==> config.mk <==
export PLATFORM = sky130hd
export DESIGN_NAME = muldiv_ctrl_flat
export DESIGN_NICKNAME = d
export VERILOG_FILES = /design/src/rtl/muldiv_pkg.sv /design/src/rtl/muldiv_if.sv /design/src/rtl/muldiv_lat_counter.sv /design/src/rtl/muldiv_ctrl.sv /design/src/flat_wrapper.sv
export SDC_FILE = /design/constraint.sdc
export NUM_CORES = 1
export LEC_CHECK = 0
export ABC_AREA = 1
export CORE_MARGIN = 2
export CORE_UTILIZATION = 39
export DETAILED_ROUTE_END_ITERATION = 12
export HOLD_SLACK_MARGIN = 0.1
export PLACE_DENSITY = 0.8
export SLEW_MARGIN = 0
export SYNTH_ARGS = -nofsm -noshare
export SYNTH_HDL_FRONTEND = slang
export SYNTH_SLANG_ARGS = --single-unit
==> constraint.sdc <==
create_clock -name clk -period 5.2 [get_ports clk]
set_input_delay 1.04 -clock clk [delete_from_list [all_inputs] [get_ports clk]]
set_output_delay 1.04 -clock clk [all_outputs]
set_load 0.01 [all_outputs]
==> src/rtl/muldiv_pkg.sv <==
// Shared types and default latencies for the multiply/divide sequencer.
// Optional build macro: MULDIV_EARLY_ZERO_EN (see muldiv_ctrl).
package muldiv_pkg;

  typedef enum logic [1:0] {
    IDLE,
    RUN,
    CAPT,
    DONE
  } state_t;

  typedef enum logic {
    OP_MULT = 1'b0,
    OP_DIV  = 1'b1
  } op_t;

  localparam int DEF_WIDTH    = 32;
  localparam int DEF_DIV_LAT  = 32;
  localparam int DEF_MULT_LAT = 33;
  localparam int DEF_CNT_W    = 6;

endpackage

==> src/rtl/muldiv_if.sv <==
// Request, result and unit-side signals of the multiply/divide sequencer.
// master = CPU control plus units, slave = muldiv_ctrl.
interface muldiv_if
  import muldiv_pkg::*;
#(
  parameter int WIDTH = DEF_WIDTH
);
  logic             start;
  logic             op;
  logic [WIDTH-1:0] rs_val;
  logic [WIDTH-1:0] rt_val;
  logic             busy;
  logic             done;
  logic             div_zero;
  logic [WIDTH-1:0] hi_out;
  logic [WIDTH-1:0] lo_out;
  logic [WIDTH-1:0] unit_a;
  logic [WIDTH-1:0] unit_b;
  logic             div_ctrl;
  logic             mult_ctrl;
  logic [WIDTH-1:0] div_quo;
  logic [WIDTH-1:0] div_rem;
  logic             div_excp;
  logic [WIDTH-1:0] mult_hi;
  logic [WIDTH-1:0] mult_lo;

  modport master (
    output start, op, rs_val, rt_val,
    output div_quo, div_rem, div_excp,
    output mult_hi, mult_lo,
    input  busy, done, div_zero,
    input  hi_out, lo_out, unit_a, unit_b,
    input  div_ctrl, mult_ctrl
  );

  modport slave (
    input  start, op, rs_val, rt_val,
    input  div_quo, div_rem, div_excp,
    input  mult_hi, mult_lo,
    output busy, done, div_zero,
    output hi_out, lo_out, unit_a, unit_b,
    output div_ctrl, mult_ctrl
  );
endinterface

==> src/rtl/muldiv_lat_counter.sv <==
// Loadable down-counter; last is high while the count equals one.
module muldiv_lat_counter #(
  parameter int CNT_W = 6
) (
  input  logic             clk,
  input  logic             rst,
  input  logic             load,
  input  logic [CNT_W-1:0] load_val,
  input  logic             dec,
  output logic             last
);

  logic [CNT_W-1:0] cnt_q, cnt_d;

  always_comb begin
    cnt_d = cnt_q;
    if (load)
      cnt_d = load_val;
    else if (dec && cnt_q != '0)
      cnt_d = cnt_q - 1'b1;
  end

  always_ff @(posedge clk or posedge rst) begin
    if (rst)
      cnt_q <= '0;
    else
      cnt_q <= cnt_d;
  end

  assign last = (cnt_q == CNT_W'(1));

endmodule

==> src/rtl/muldiv_ctrl.sv <==
// Sequencer for the shared iterative multiply/divide units.
// MULDIV_EARLY_ZERO_EN: finish a zero-divisor DIV straight from IDLE.
module muldiv_ctrl
  import muldiv_pkg::*;
#(
  parameter int WIDTH    = DEF_WIDTH,
  parameter int DIV_LAT  = DEF_DIV_LAT,
  parameter int MULT_LAT = DEF_MULT_LAT,
  parameter int CNT_W    = DEF_CNT_W
) (
  input logic     clk,
  input logic     reset,
  muldiv_if.slave bus
);

  state_t           state_q, state_d;
  op_t              op_q, op_d;
  logic             busy_q, busy_d;
  logic             done_q, done_d;
  logic             dz_q, dz_d;
  logic             dctl_q, dctl_d;
  logic             mctl_q, mctl_d;
  logic [WIDTH-1:0] hi_q, hi_d;
  logic [WIDTH-1:0] lo_q, lo_d;
  logic [WIDTH-1:0] a_q, a_d;
  logic [WIDTH-1:0] b_q, b_d;
  logic             cnt_load;
  logic [CNT_W-1:0] cnt_val;
  logic             cnt_last;
  logic             early_zero;

`ifdef MULDIV_EARLY_ZERO_EN
  assign early_zero = (bus.op == OP_DIV) && (bus.rt_val == '0);
`else
  assign early_zero = 1'b0;
`endif

  muldiv_lat_counter #(
    .CNT_W(CNT_W)
  ) u_cnt (
    .clk     (clk),
    .rst     (reset),
    .load    (cnt_load),
    .load_val(cnt_val),
    .dec     (state_q == RUN),
    .last    (cnt_last)
  );

  always_comb begin
    state_d  = state_q;
    op_d     = op_q;
    dz_d     = dz_q;
    dctl_d   = dctl_q;
    mctl_d   = mctl_q;
    hi_d     = hi_q;
    lo_d     = lo_q;
    a_d      = a_q;
    b_d      = b_q;
    done_d   = 1'b0;
    cnt_load = 1'b0;
    cnt_val  = '0;
    unique case (state_q)
      IDLE: begin
        // the done cycle still counts as busy, so start waits for it
        if (bus.start && !done_q) begin
          a_d  = bus.rs_val;
          b_d  = bus.rt_val;
          op_d = op_t'(bus.op);
          dz_d = 1'b0;
          if (early_zero) begin
            dz_d    = 1'b1;
            state_d = DONE;
          end else begin
            cnt_load = 1'b1;
            cnt_val  = (bus.op == OP_DIV) ? CNT_W'(DIV_LAT)
                                          : CNT_W'(MULT_LAT);
            dctl_d   = (bus.op == OP_DIV);
            mctl_d   = (bus.op == OP_MULT);
            state_d  = RUN;
          end
        end
      end
      RUN: begin
        if (op_q == OP_DIV && bus.div_excp) begin
          dctl_d  = 1'b0;
          dz_d    = 1'b1;
          state_d = DONE;
        end else if (cnt_last) begin
          state_d = CAPT;
        end
      end
      CAPT: begin
        if (op_q == OP_DIV) begin
          hi_d = bus.div_rem;
          lo_d = bus.div_quo;
        end else begin
          hi_d = bus.mult_hi;
          lo_d = bus.mult_lo;
        end
        dctl_d  = 1'b0;
        mctl_d  = 1'b0;
        state_d = DONE;
      end
      DONE: begin
        done_d  = 1'b1;
        state_d = IDLE;
      end
      default: state_d = IDLE;
    endcase
    busy_d = (state_d != IDLE) || done_d;
  end

  always_ff @(posedge clk or posedge reset) begin
    if (reset) begin
      state_q <= IDLE;
      op_q    <= OP_MULT;
      busy_q  <= 1'b0;
      done_q  <= 1'b0;
      dz_q    <= 1'b0;
      dctl_q  <= 1'b0;
      mctl_q  <= 1'b0;
      hi_q    <= '0;
      lo_q    <= '0;
      a_q     <= '0;
      b_q     <= '0;
    end else begin
      state_q <= state_d;
      op_q    <= op_d;
      busy_q  <= busy_d;
      done_q  <= done_d;
      dz_q    <= dz_d;
      dctl_q  <= dctl_d;
      mctl_q  <= mctl_d;
      hi_q    <= hi_d;
      lo_q    <= lo_d;
      a_q     <= a_d;
      b_q     <= b_d;
    end
  end

  assign bus.busy      = busy_q;
  assign bus.done      = done_q;
  assign bus.div_zero  = dz_q;
  assign bus.div_ctrl  = dctl_q;
  assign bus.mult_ctrl = mctl_q;
  assign bus.hi_out    = hi_q;
  assign bus.lo_out    = lo_q;
  assign bus.unit_a    = a_q;
  assign bus.unit_b    = b_q;

endmodule

==> src/flat_wrapper.sv <==
// flat-port wrapper written by rule: the top's interface ports become plain ports
module muldiv_ctrl_flat import muldiv_pkg::*;
#(
  parameter int WIDTH    = DEF_WIDTH,
  parameter int DIV_LAT  = DEF_DIV_LAT,
  parameter int MULT_LAT = DEF_MULT_LAT,
  parameter int CNT_W    = DEF_CNT_W
)
  (clk, reset, bus_start, bus_op, bus_rs_val, bus_rt_val, bus_div_quo, bus_div_rem, bus_div_excp, bus_mult_hi, bus_mult_lo, bus_busy, bus_done, bus_div_zero, bus_hi_out, bus_lo_out, bus_unit_a, bus_unit_b, bus_div_ctrl, bus_mult_ctrl);
  muldiv_if #(.WIDTH(WIDTH)) bus_i ();
  input logic clk;
  input logic reset;
  input wire logic [$bits(bus_i.start)-1:0] bus_start;
  input wire logic [$bits(bus_i.op)-1:0] bus_op;
  input wire logic [$bits(bus_i.rs_val)-1:0] bus_rs_val;
  input wire logic [$bits(bus_i.rt_val)-1:0] bus_rt_val;
  input wire logic [$bits(bus_i.div_quo)-1:0] bus_div_quo;
  input wire logic [$bits(bus_i.div_rem)-1:0] bus_div_rem;
  input wire logic [$bits(bus_i.div_excp)-1:0] bus_div_excp;
  input wire logic [$bits(bus_i.mult_hi)-1:0] bus_mult_hi;
  input wire logic [$bits(bus_i.mult_lo)-1:0] bus_mult_lo;
  output wire logic [$bits(bus_i.busy)-1:0] bus_busy;
  output wire logic [$bits(bus_i.done)-1:0] bus_done;
  output wire logic [$bits(bus_i.div_zero)-1:0] bus_div_zero;
  output wire logic [$bits(bus_i.hi_out)-1:0] bus_hi_out;
  output wire logic [$bits(bus_i.lo_out)-1:0] bus_lo_out;
  output wire logic [$bits(bus_i.unit_a)-1:0] bus_unit_a;
  output wire logic [$bits(bus_i.unit_b)-1:0] bus_unit_b;
  output wire logic [$bits(bus_i.div_ctrl)-1:0] bus_div_ctrl;
  output wire logic [$bits(bus_i.mult_ctrl)-1:0] bus_mult_ctrl;
  assign bus_i.start = bus_start;
  assign bus_i.op = bus_op;
  assign bus_i.rs_val = bus_rs_val;
  assign bus_i.rt_val = bus_rt_val;
  assign bus_i.div_quo = bus_div_quo;
  assign bus_i.div_rem = bus_div_rem;
  assign bus_i.div_excp = bus_div_excp;
  assign bus_i.mult_hi = bus_mult_hi;
  assign bus_i.mult_lo = bus_mult_lo;
  assign bus_busy = bus_i.busy;
  assign bus_done = bus_i.done;
  assign bus_div_zero = bus_i.div_zero;
  assign bus_hi_out = bus_i.hi_out;
  assign bus_lo_out = bus_i.lo_out;
  assign bus_unit_a = bus_i.unit_a;
  assign bus_unit_b = bus_i.unit_b;
  assign bus_div_ctrl = bus_i.div_ctrl;
  assign bus_mult_ctrl = bus_i.mult_ctrl;
  muldiv_ctrl #(.WIDTH(WIDTH), .DIV_LAT(DIV_LAT), .MULT_LAT(MULT_LAT), .CNT_W(CNT_W)) u_core (.clk(clk), .reset(reset), .bus(bus_i));
endmodule
=== Yosys cells after proc, flatten, opt, wreduce, memory -nomap -nowiden ===
Index checks and enable logic that the tools add are counted.

* Flip-flop bits (word level): 142
* Input bits: 197
* Output and inout port bits: 133
* Word-level logic and storage cells: 58

* Add/sub/neg operators: 1
* Eq/ne operators: 6
* Multiplexer cells: 22
* Bitwise operators: 1
* Reductions and logical operators: 16

{| class="wikitable"
|+ Operator list
! cell !! count
|-
| $mux W32 || 2
|-
| $mux W6 || 4
|-
| $mux W1 || 9
|-
| $pmux W2 S4 || 1
|-
| $reduce_bool A2 Y1 || 4
|-
| $eq A6 B1 Y1 const B || 1
|-
| $mux W2 || 3
|-
| $reduce_and A3 Y1 || 2
|-
| $reduce_bool A6 Y1 || 1
|-
| $sub A6 B1 Y6 const B || 1
|-
| $eq A2 B2 Y1 const B || 2
|-
| $ne A2 B1 Y1 const B || 2
|-
| $pmux W1 S2 || 2
|-
| $reduce_and A2 Y1 || 2
|-
| $logic_and A1 B1 Y1 || 3
|-
| $pmux W1 S3 || 1
|-
| $reduce_bool A3 Y1 || 1
|-
| $eq A2 B1 Y1 const B || 1
|-
| $logic_not A2 Y1 || 1
|-
| $logic_not A1 Y1 || 1
|-
| $logic_or A1 B1 Y1 || 1
|-
| $not A1 Y1 || 1
|}

=== Logic depth before layout (Yosys ltp) ===
* Word-level depth: 6
* Gate-level depth with buffers: 9
* Mapped depth without buffers: 9

=== Cells and area by module ===
A second synthesis with hierarchy kept.

* Cell total of the unflattened synthesis: 745
* Area, all modules: 6174.7 um2

{| class="wikitable"
|+ Modules (own cells, without submodules)
! module !! times used !! cells each !! area each (um2) !! seq. area each (um2)
|-
| muldiv_ctrl || 1 || 679 || 5709.2 || 3403.3
|-
| muldiv_lat_counter || 1 || 66 || 465.4 || 150.1
|}

=== Worst setup path before layout ===
OpenSTA, ideal clock, no wires.

* Kind: in2reg
* Start point: input port bus_start
* End point: register u_core.u_cnt.cnt_q[2]
* Library setup time: 0.124 ns
* Data arrival time: 1.678 ns
* Data required time: 5.076 ns
* Slack: 3.398 ns
* Stages on the path: 6
* Buffers on the path: 1
* Cell sequence: nand2_1 -> nor2_8 -> inv_4 -> buf_2 -> nand3_1 -> o31ai_1

* Word-level cells in the longest chain between the ends: 4
* Elaborated cells between the ends (all ways): 5
* Classes of those cells: mux: 3; reduce/logical: 2

{| class="wikitable"
|+ RTL lines
! item !! RTL line !! source
|-
| from (decl) || flat_wrapper.sv:13 || <nowiki>input wire logic [$bits(bus_i.start)-1:0] bus_start;</nowiki>
|-
| $logic_and A1 B1 Y1 (*) || muldiv_ctrl.sv:65 || <nowiki>if (bus.start && !done_q) begin</nowiki>
|-
| $mux W1 (*) || muldiv_ctrl.sv:65 ||
|-
| $mux W1 (*) || muldiv_ctrl.sv:62 || <nowiki>unique case (state_q)</nowiki>
|-
| $mux W6 / $reduce_bool A2 Y1 (equally long branches) || - ||
|-
| to (signal assigned) || muldiv_lat_counter.sv:27 || <nowiki>cnt_q <= cnt_d;</nowiki>
|-
| to (decl) || muldiv_lat_counter.sv:13 || <nowiki>logic [CNT_W-1:0] cnt_q, cnt_d;</nowiki>
|}

Mark *: on every way between the ends. The rest lies on a longest branch, timed or not.
A chain may end at the register's enable or synchronous reset.

=== Worst setup path after layout ===
* Start point: input port bus_start
* End point: register u_core.u_cnt.cnt_q[0]

* Word-level cells in the longest chain between the ends: 4
* Elaborated cells between the ends (all ways): 7
* Classes of those cells: mux: 5; reduce/logical: 2

{| class="wikitable"
|+ RTL lines
! item !! RTL line
|-
| $logic_and A1 B1 Y1 (*) || muldiv_ctrl.sv:65
|-
| $mux W6 / $mux W1 (equally long branches) || muldiv_ctrl.sv:65
|-
| $mux W6 / $mux W1 (equally long branches) || muldiv_ctrl.sv:62
|-
| $mux W6 / $reduce_bool A2 Y1 (equally long branches) || -
|}

Marked as above.

==> metrics.md <==
| Metric | Value |
|---|---|
| Power Density | `567.5 nW/um^2` |
| Yosys warns | `0` |
| Chip width | `128.7 um` |
| Num ports | `330` |
| CP Buf/Inv Count | `2` |
| Syn Nets | `920` |
| Fin nets | `1231` |
| Max VDD drop | `0.4564 mV` |
| Unrepaired setup endpoints after global routing | `no` |
| CP max stage delay | `0.57 ns` |
| Sink Count | `142` |
| Post-Route WL | `18640 um` |
| Period utilisation layout | `48.29%` |
| Ranking of synthesized cells by area | `dfrtp_1, nand2_1, a31oi_1` |
| Largest net degree at the start of global routing | `74` |
| Outcome | `finished, final reports clean` |
| Core box area | `15200 um^2` |
| Cells after Synth | `716` |
| Routed Antenna Nets | `0` |
| Tot Pwr | `5.667 mW` |
| Port-buffer cells | `329` |
| Clock-pin slew on the worst setup and hold paths | `0.06 ns` |
| Cell mode on critical path | `nand2_1` |
| Iteration-0 DRC Markers | `350` |
| Final setup TNS | `0 ns` |
| Peak Freq | `0.3982 GHz` |
| FF-to-FF path depth | `5` |
| Fin Clk Skew | `0.006240 ns` |
| Reg2Reg Setup Slack | `2.95 ns` |
| Start point of the critical path | `bus_start` |
| Post-DP HPWL | `13050 um` |
| Die area | `16570 um^2` |
| GRT Total Usage | `22.45%` |
| Critical path launch point type | `input port` |
| Mean post-synth cell area | `8.474 um^2` |
| Slowest cell on the critical path | `buf_4` |
| Vias in the first global route | `5743` |
| Residual DRC | `0` |
| Area grow syn2layout | `64.57%` |
| Sequential share of the synthesized area | `58.57%` |
| Final setup violating endpoints | `0` |
| H-Tree Depth | `4` |
| Cts bufs inserted | `17` |
| Initial core utilization | `39.91%` |
| Synth unique cells | `26` |
| RR Endpoint | `u_core.bus.hi_out[8]$_DFFE_PP0P_` |
| Via density per instance | `4.756` |
| Hold Crit Class | `flip-flop to flip-flop` |
| Die height | `128.7 um` |
| Synth Flop Type | `dfrtp_1` |
| Slew headroom | `24.40%` |
| Post-CTS setup buffers | `0` |
| Clk Latency, worst-skew pair | `0.41 ns` |
| Root Driver | `clkbuf_16` |
| First-pass GRT wire length | `28920 um` |
| Worst Setup End Kind | `flip-flop` |
| CP Cell Sequence | `clkdlybuf4s50_1 -> nand2_1 -> nor2_8 -> buf_4 -> nand2_1 -> o21ai_0 -> nand2_1 -> o21ai_1` |
| Min-Delay Startpoint | `u_core.bus.unit_b[24]$_DFFE_PP0P_` |
| Post-CTS sizing | `0` |
| Final min period | `2.511 ns` |
| Hold endpoint | `u_core.bus.unit_b[24]$_DFFE_PP0P_` |
| Most common cell in the netlist | `nand2_1` |
| CP arrival | `2.85 ns` |
| Worst Path Required | `5.54 ns` |
| Most frequent cells after synthesis | `nand2_1, dfrtp_1, nor2_1` |
| Leak | `4.548 nW` |
| Final Hold Viols | `0` |
| Top cell type's share of synthesized area | `58.57%` |
| Number of synthesized register bits | `142` |
| Initial antenna violation count | `0` |
| Worst Path Max Fanout | `69` |
| Ant. Diodes | `0` |
| EDFF count, synth | `0` |
| Via count | `5840` |
| Max Cap Violations | `0` |
| CP Class | `input port to flip-flop` |
| RePlAce Congestion | `0.7921` |
| Hold Path Stages | `2` |
| Wire per inst | `15.18 um` |
| Slew Viols, Final | `0` |
| Clock Tree Buf Depth | `2` |
| GR Overflow Total | `0` |
| Layout cells sized above 1 | `4.327%` |
| CTS Hold Buffers Added | `0` |
| Top delay family on crit path | `buffers and inverters` |
| Leading area contributor after synthesis | `dfrtp_1` |
| Num rows | `45` |
| Ys async rst share | `100.0%` |
| Slew @ Worst Pin | `1.134 ns` |
| DRT Pass-1 Iters | `6` |
| Synth Cell Area | `6067 um^2` |
| CTS tree | `built` |
| Worst R2R Start | `u_core.state_q[0]$_DFF_PP0_` |
-- flip-flops by register name, indices dropped and copies added, names as in the netlist --
name	cells
u_core.bus.hi_out	32
u_core.bus.lo_out	32
u_core.bus.unit_a	32
u_core.bus.unit_b	32
u_core.u_cnt.cnt_q	6
u_core.state_q	2
u_core.bus.busy	1
u_core.bus.div_ctrl	1
u_core.bus.div_zero	1
u_core.bus.done	1
u_core.bus.mult_ctrl	1
u_core.op_q	1
-- metal layers --
layer | wire length [um] | GRT usage, % | share of wire (%) | vias up
li1 | - | - | - | 2905
met1 | 7369 | 25.96 | 40 | 2675
met2 | 9110 | 38.06 | 49 | 226
met3 | 1659 | 7.859 | 8.9 | 34
met4 | 499 | 9.335 | 2.7 | 0
met5 | 0 | 0 | 0 | -
-- cell usage in the layout (no fill, tap or decap), types with 2 or more instances in the layout --
cell type,netlist,final
dfrtp_1,142,141
nand2_1,346,346
clkinvlp_4,0,6
clkbuf_16,0,17
inv_1,11,10
inv_2,2,2
ha_1,7,6
inv_6,0,3
buf_4,4,5
o31ai_1,3,3
clkinv_2,0,3
o21ai_1,2,2
a31oi_1,64,64
o21ai_0,2,2
nand3_1,8,8
clkdlybuf4s50_1,0,329
a21oi_1,2,2
nor2_1,76,76
-- layout make-up --
cell class	instances	area, um^2
Inverter	14	60.06
Multi-Input combinational cell	518	2245
Tap cell	188	235.2
Clock inverter	13	116.4
Sequential cell	142	3555
Timing Repair Buffer	334	3331
Clock buffer	19	442.9
Fill cell	1291	5218
-- cell families (layout without fill, tap and decap cells) --
family | Yosys count | in the layout | synth area share, %
DFF | 142 | 142 | 58.57
and+or+nand+nor | 436 | 436 | 27.61
xor gates and xnor gates | 1 | 1 | 0.1444
adders and majority gates | 7 | 7 | 1.444
AOI/OAI and AO/OA | 74 | 74 | 7.589
buffers and inverters | 56 | 380 | 4.640
-- worst min-delay path, cell delays in order (launching register included) --
cell and delay [ns]:
dfrtp_1 0.34, nand2_1 0.05, nand2_1 0.05
-- worst max path at each step --
stage	to	slack (ns)	depth (start not counted)
3_5_place_dp	u_core.u_cnt.cnt_q[0]$_DFFE_PP0P_	2.27	8
3_3_place_gp	u_core.u_cnt.cnt_q[0]$_DFFE_PP0P_	2.35	8
2_1_floorplan	u_core.bus.busy$_DFF_PP0_	0.35	1
5_1_grt	u_core.u_cnt.cnt_q[0]$_DFFE_PP0P_	2.47	8
6_report	u_core.u_cnt.cnt_q[0]$_DFFE_PP0P_	2.69	8
4_1_cts	u_core.u_cnt.cnt_q[0]$_DFFE_PP0P_	2.71	8
-- metrics by stage --
stage / util, % / hold slack [ns] / instances / worst slack, ns / cell area (um^2)
after floorplan: - / 0.4521 / 716 / 0.3504 / 6067
after global placement: 62.00 / 0.4523 / 1196 / 2.352 / 9425
after detailed placement: 62.00 / 0.4570 / 1196 / 2.274 / 9425
after CTS: 65.68 / 0.4724 / 1228 / 2.710 / 9985
after global routing: 65.68 / 0.4850 / 1228 / 2.473 / 9985
final: 65.68 / 0.4675 / 1228 / 2.689 / 9985
-- where the power goes --
group | internal [mW] | switching, mW | leakage, nW | total, mW
clock | 0.670 | 0.484 | 0.258 | 1.15
combinational | 1.31 | 1.30 | 2.64 | 2.61
sequential | 1.62 | 0.283 | 1.65 | 1.90
Power figures use the tool's default switching activity.
